## config.mk

```make
export PLATFORM = sky130hd
export DESIGN_NAME = dmem_responder_flat
export DESIGN_NICKNAME = d
export VERILOG_FILES = /design/src/rtl/dmem_responder_if.sv /design/src/rtl/dmem_responder.sv /design/src/flat_wrapper.sv
export SDC_FILE = /design/constraint.sdc
export NUM_CORES = 2
export LEC_CHECK = 0
export BUFFER_PORTS_ARGS = -buffer_cell sky130_fd_sc_hd__buf_2
export CAP_MARGIN = 20
export CORE_UTILIZATION = 45
export CTS_CLUSTER_SIZE = 24
export DETAILED_ROUTE_END_ITERATION = 8
export PLACE_DENSITY = 0.56
export SLEW_MARGIN = 30
export SYNTH_ARGS = -nofsm -noshare
export SYNTH_HDL_FRONTEND = slang
export SYNTH_SLANG_ARGS = --single-unit
```

## constraint.sdc

```tcl
create_clock -name clk -period 10.3 [get_ports clk]
set_clock_uncertainty 0.2 [all_clocks]
set_input_delay 2.06 -clock clk [delete_from_list [all_inputs] [get_ports clk]]
set_output_delay 2.06 -clock clk [all_outputs]
set_load 0.01 [all_outputs]
```

## src/rtl/dmem_responder_if.sv

```systemverilog
// dmem_responder_if: load/store request/response bundle between the core and the data memory
interface dmem_responder_if;
    logic        req;
    logic        we;
    logic [31:0] addr;
    logic [31:0] wdata;
    logic [3:0]  be;
    logic        ready;
    logic [31:0] rdata;
    logic        err;

    modport master (output req, we, addr, wdata, be, input ready, rdata, err);
    modport slave  (input req, we, addr, wdata, be, output ready, rdata, err);
endinterface

```

## src/rtl/dmem_responder.sv

```systemverilog
// dmem_responder: fixed-latency data memory answering one load/store at a time
module dmem_responder #(
    parameter int DEPTH_WORDS = 64,
    parameter int LATENCY     = 2
) (
    input  logic              clk,
    input  logic              rst_n,
    dmem_responder_if.slave   bus
);
    localparam int AW = $clog2(DEPTH_WORDS);

    typedef enum logic [1:0] {IDLE, WAIT, RESP} state_t;

    state_t        state, state_n;
    logic [3:0]    cnt, cnt_n;
    logic          h_we;
    logic [31:0]   h_addr, h_wdata;
    logic [3:0]    h_be;
    logic [31:0]   mem [DEPTH_WORDS];
    logic          s_we, s_bad, to_resp;
    logic [31:0]   s_addr;
    logic [AW-1:0] s_idx;

    // Decode the live request in IDLE (needed when LATENCY=0) and the held one otherwise
    always_comb begin
        s_we    = (state == IDLE) ? bus.we : h_we;
        s_addr  = (state == IDLE) ? bus.addr : h_addr;
        s_idx   = s_addr[AW+1:2];
        s_bad   = (s_addr[1:0] != 2'b00) || (s_addr[31:AW+2] != '0);
        to_resp = (state_n == RESP);
    end

    // Next-state and wait counter
    always_comb begin
        state_n = state;
        cnt_n   = cnt;
        case (state)
            IDLE: if (bus.req) begin
                cnt_n   = 4'(LATENCY);
                state_n = (LATENCY == 0) ? RESP : WAIT;
            end
            WAIT: begin
                cnt_n   = cnt - 4'd1;
                state_n = (cnt == 4'd1) ? RESP : WAIT;
            end
            RESP:    state_n = IDLE;
            default: state_n = IDLE;
        endcase
    end

    // State and counter registers
    always_ff @(posedge clk or negedge rst_n) begin
        if (!rst_n) begin
            state <= IDLE;
            cnt   <= '0;
        end else begin
            state <= state_n;
            cnt   <= cnt_n;
        end
    end

    // Capture the request when it is accepted
    always_ff @(posedge clk or negedge rst_n) begin
        if (!rst_n) begin
            h_we    <= 1'b0;
            h_addr  <= '0;
            h_wdata <= '0;
            h_be    <= '0;
        end else if (state == IDLE && bus.req) begin
            h_we    <= bus.we;
            h_addr  <= bus.addr;
            h_wdata <= bus.wdata;
            h_be    <= bus.be;
        end
    end

    // Registered response, valid only for the single RESP cycle
    always_ff @(posedge clk or negedge rst_n) begin
        if (!rst_n) begin
            bus.ready <= 1'b0;
            bus.err   <= 1'b0;
            bus.rdata <= '0;
        end else begin
            bus.ready <= to_resp;
            bus.err   <= to_resp && s_bad;
            bus.rdata <= (to_resp && !s_bad && !s_we) ? mem[s_idx] : '0;
        end
    end

    // Store commits on the edge that ends RESP; reset forces IDLE first, so an aborted store never lands
    always_ff @(posedge clk) begin
        if (state == RESP && h_we && !s_bad)
            for (int i = 0; i < 4; i++)
                if (h_be[i]) mem[s_idx][8*i +: 8] <= h_wdata[8*i +: 8];
    end
endmodule

```

## src/flat_wrapper.sv

```systemverilog
// flat-port wrapper written by rule: the top's interface ports become plain ports
module dmem_responder_flat 
#(
    parameter int DEPTH_WORDS = 64,
    parameter int LATENCY     = 2
)
  (clk, rst_n, bus_req, bus_we, bus_addr, bus_wdata, bus_be, bus_ready, bus_rdata, bus_err);
  dmem_responder_if bus_i ();
  input  logic clk;
  input  logic rst_n;
  input wire logic [$bits(bus_i.req)-1:0] bus_req;
  input wire logic [$bits(bus_i.we)-1:0] bus_we;
  input wire logic [$bits(bus_i.addr)-1:0] bus_addr;
  input wire logic [$bits(bus_i.wdata)-1:0] bus_wdata;
  input wire logic [$bits(bus_i.be)-1:0] bus_be;
  output wire logic [$bits(bus_i.ready)-1:0] bus_ready;
  output wire logic [$bits(bus_i.rdata)-1:0] bus_rdata;
  output wire logic [$bits(bus_i.err)-1:0] bus_err;
  assign bus_i.req = bus_req;
  assign bus_i.we = bus_we;
  assign bus_i.addr = bus_addr;
  assign bus_i.wdata = bus_wdata;
  assign bus_i.be = bus_be;
  assign bus_ready = bus_i.ready;
  assign bus_rdata = bus_i.rdata;
  assign bus_err = bus_i.err;
  dmem_responder #(.DEPTH_WORDS(DEPTH_WORDS), .LATENCY(LATENCY)) u_core (.clk(clk), .rst_n(rst_n), .bus(bus_i));
endmodule
```

======== Word level (Yosys, flattened, before mapping) ========
Memories as Yosys holds them, arrays and structs flattened.
Index checks and enable logic that the tools add are counted.
storage, ports and cells
  input port bits ......................... 72
  memory bits (writable) .................. 2048
  register bits after elaboration ......... 109
  output and inout port bits .............. 34
  memories ................................ 1
memory list
  memory      words  width  rd ports  clocked after Yosys merged registers in  wr ports  line                  text
  u_core.mem  64     32     1         0                                        1         dmem_responder.sv:19  logic [31:0] mem [DEPTH_WORDS];
operators by class
  eq/ne operators ......................... 5
  reduce and logical (&&, ||, !) cells .... 14
  add/subtract/negate cells ............... 1
  mux-type cells .......................... 20
operators by type and width
  cell                 number
  $mux 32              2
  $reduce_bool 24->1   1
  $mux 1               13
  $pmux 4 s2           1
  $logic_and 1x1->1    6
  $eq 2x2->1 const B   2
  $eq 4x1->1 const B   1
  $mux 2               2
  $mux 4               1
  $pmux 2 s2           1
  $reduce_bool 2->1    2
  $sub 4x1->4 const B  1
  $eq 2x1->1 const B   1
  $logic_not 1->1      2
  $logic_not 2->1      1
  $ne 2x2->1 const B   1
  $reduce_and 2->1     1
  $logic_or 1x1->1     1

======== Longest topological paths before layout ========
  depth in word-level cells ............... 8
  mapped depth ............................ 12

======== Worst setup path before layout ========
OpenSTA, ideal clock, no wires.
  kind .................................... input-to-reg
  from .................................... input bus_addr[2]
  to ...................................... memory u_core.mem[23][0] (enable)
  required time ........................... 9.717 ns
  slack ................................... 5.471 ns
  path buffers ............................ 6
  stages on the path ...................... 9
  data arrival time ....................... 4.245 ns
  cells stage by stage .................... buf_2 -> nor4bb_1 -> clkbuf_1 -> a21oi_4 -> buf_4 -> buf_2 -> buf_2 -> clkbuf_1 -> nor3_1
between the ends
  word-level cells in the longest chain between the ends .. 1
RTL lines
  item             line                  text
  start, declared  flat_wrapper.sv:13    input wire logic [$bits(bus_i.addr)-1:0] bus_addr;
  $mux 32          dmem_responder.sv:27  s_addr = (state == IDLE) ? bus.addr : h_addr;
  end, declared    dmem_responder.sv:19
No other way between the ends.

======== Worst setup path after layout ========
  from .................................... input bus_addr[3]
  to ...................................... register u_core.bus.rdata[25]
between the ends
  word-level cells in the longest chain between the ends .. 3
RTL lines
  item                  line                     text
  $mux 32               dmem_responder.sv:27
  $mem_v2 64x32         n/a
  $mux 32               dmem_responder.sv:86     bus.rdata <= (to_resp && !s_bad && !s_we) ? mem[s_idx] : '0;
  end signal, assigned  dmem_responder.sv:86
  end, declared         dmem_responder_if.sv:13  modport slave (input req, we, addr, wdata, be, output ready, rdata, err);
No other way between the ends.
A chain may end at the register's enable or synchronous reset.

==> run metrics <==
Max Cap Viol=0; Final Hold Viols=0; status=finished clean; CTS root buf=clkbuf_16; Initial Utilization=45.4%; Worst VDD drop=0.323 mV; fmax=180 MHz; beginning of the critical path=bus_addr[3]; slowest CP cell=buf_4; Pins Over Slew Limit=0; H-tree depth=4; row count=155; Setup WS post-layout=4760 ps; met3 usage=4.43%; Reg2Reg Launch Point=u_core.h_addr[2]; nets@finish=5299; Worst-Skew Late Latency=850 ps; number of DRC markers in iteration 0=7222; Post-CTS Setup Bufs=0; leading area contributor after synthesis=edfxtp_1; Worst Hold Class=register to register; most crowded layer after global routing=met2; type of the worst setup path=primary input to register; Port Buffers=105; grt total ovfl=0; global-route usage over all layers=27.9%; Ports=106; EDFF count, synth=2048; worst reg-to-reg setup slack=5340 ps; clock-pin transition on the worst setup and hold timing paths=60 ps; vias post-DR=49700; Avg Synthesized Cell Area=16.2 sq um; synth top area cells=edfxtp_1 (76%), o22ai_1 (4.9%), dfrtp_1 (3.4%); CTS tree=built; Post-Syn Instances=5019; ANT nets after route=0; Synth async-reset ratio=5.05%; Crit path largest cell delay=710 ps; Tmin final=5540 ps; GPL Wtd Cong=0.875; M2 GR Usage=43.4%; Post-Syn Area=81100 sq um; clk sink count=2157; CP Cell Sequence=buf_2, nor2_1, a22oi_4, buf_4, buf_4, o22a_1, o221ai_1, o31ai_1, o2111ai_1, a2111oi_1; Clock Path Buffers=3; Detailed Place HPWL=148 mm; Main synth FF type=edfxtp_1; cell family with most CP delay=buffers and inverters; Die H=427 um; layout cell share with drive strength beyond 1=15.4%; Core Region=179000 sq um; DIE WIDTH=427 um; global-route wire length before repair=361 mm; vias in the first global route=47600; Final setup viols=0; routing usage on met1=40.3%; Ys Warns=0; CP required=10810 ps; initial antenna violation count=12; Rel. slew slack=28.4%; PwrDens=284 nW/um^2; post-synth top area share=75.8%; final WL=257 mm; dpl ws=3950 ps; syn nets=5093; critical path fanouts, max=54; WHS Path Cells=2; CTS Hold Bufs=0; Final Cycle Share=53.8%; WP depth=10; hold_sp=u_core.h_addr[11]; Util after Layout=51.5%; critical path endpoint category=register; FF+latch count, synth=2157; R2R depth=9; die area=182000 sq um; TritonRoute pass-1 iters=7; Critical Path AT=6060 ps; Final TNS setup=0 ps; DRC violations left=0; WL/cell=33.1 um; cells resized by post-CTS repair=0; pin count of the biggest net entering global routing=134; CTS Buf Count=213; Unique masters post-synth=90; register area share after synthesis=79.2%; Pleak=0.0297 uW; slew at the pin with the worst max-slew slack=1070 ps; Worst Setup Start Kind=primary input; cell mode on critical path=buf_4; routed vias/inst=6.41; Buf+Inv Stages, Crit Path=3; RSZ-0062 raised after global routing=false; Area Growth Syn to Fin=13.6%
==> path summary, 6_finish.rpt <==
path | to
max in group asynchronous | u_core.h_wdata[15]
hold reg to reg | u_core.h_addr[11]
setup / recovery | u_core.bus.rdata[25]
setup reg to reg | u_core.bus.rdata[13]
hold / removal | u_core.h_addr[11]
min in group asynchronous | u_core.h_wdata[26]
==> Yosys cell counts (13+ instances only) <==
master       n
buf_1       17
buf_6       13
mux2_2      26
clkbuf_1   114
a32o_1      26
mux2i_1     44
nand3_1     30
dfrtp_1    109
o41ai_1     15
o31ai_1     69
o221ai_1   124
o22a_1     101
buf_4       33
nand2_1    493
o22ai_1    638
and3_1      32
a31oi_1     52
nor2_1     185
buf_2      179
edfxtp_1  2048
nor4_1      79
o21ai_0     52
nor3_1     272
a21oi_1     43
==> area by class of cell <==
class | count | area [sq um]
Antenna cell | 2 | 5.00
Clock buffer | 306 | 5940
Clock inverter | 88 | 810
Fill cell | 14700 | 86600
Inverter | 8 | 30.0
Multi-Input combinational cell | 2498 | 15600
Sequential cell | 2157 | 64300
Tap cell | 2355 | 2950
Timing Repair Buffer | 347 | 2520
==> worst min-delay path: cells and delay by family (launching register included) <==
| kind | cells | cell delay (ps) |
|---|---|---|
| AND/OR/NAND/NOR | 2 | 100 |
| flip-flops | 1 | 340 |
==> power by group <==
part / switching (uW) / total [uW] / internal (uW) / leakage (uW)
Combinational: 5530 / 7240 / 1710 / 0.00645
Sequential: 406 / 11300 / 10900 / 0.0199
Clock: 3290 / 7600 / 4310 / 0.00329
==> cells by family after synthesis <==
family | share of synthesized area, %
adder cells (fa/ha/maj) | 0.0308
multiplexers | 0.904
AND/OR/NAND/NOR | 6.69
AO/OA/AOI/OAI | 11.0
XOR/XNOR | 0.0216
flip-flops | 79.2
buffers and inverters | 2.23
==> placed cells by master, fill, tap and decap left out, types with 11 or more instances in the layout <==
| cell type | instances |
|---|---|
| nand4_1 | 12 |
| dfrtp_2 | 26 |
| edfxtp_1 | 2048 |
| nor3_1 | 209 |
| a31oi_1 | 51 |
| o22ai_1 | 638 |
| a32o_1 | 25 |
| clkinv_2 | 31 |
| and3_1 | 32 |
| o221ai_1 | 124 |
| clkinv_1 | 33 |
| nand2_1 | 484 |
| clkbuf_8 | 15 |
| nor2_1 | 170 |
| nor3_2 | 62 |
| clkbuf_1 | 73 |
| a22oi_1 | 11 |
| nand3_1 | 30 |
| buf_12 | 12 |
| a21oi_1 | 42 |
| buf_4 | 228 |
| o41ai_1 | 13 |
| mux2i_1 | 43 |
| nor4_1 | 79 |
| o21ai_0 | 51 |
| clkbuf_16 | 218 |
| dfrtp_1 | 77 |
| buf_2 | 104 |
| bufinv_16 | 13 |
| o31ai_1 | 69 |
| nor2_2 | 11 |
| mux2_2 | 26 |
| o22a_1 | 101 |
==> sequential cells by signal, indices dropped and copies added (netlist names) <==
name,cells
u_core.bus.err,1
u_core.state,2
u_core.mem,2048
u_core.h_be,4
u_core.cnt,4
u_core.h_addr,32
u_core.h_wdata,32
u_core.bus.ready,1
u_core.h_we,1
u_core.bus.rdata,32
==> metal layers <==
layer / share of wire (%) / wire (um)
met5: 0.0051 / 13
met1: 42 / 107000
met4: 3.4 / 8620
met2: 46 / 119000
met3: 8.8 / 22600
==> stage by stage <==
stage | instances | hold slack (ps) | total power, uW | area [sq um]
6_report | 7761 | 275 | 26100 | 92200
5_1_grt | 7759 | 299 | 26800 | 92200
4_1_cts | 7759 | 278 | 26100 | 92100
3_5_place_dp | 7365 | 264 | 18600 | 85400
3_3_place_gp | 7363 | 261 | 18500 | 85100
2_1_floorplan | 5019 | 246 | 15200 | 81100
Note: power is estimated with default switching activity, not from simulation.
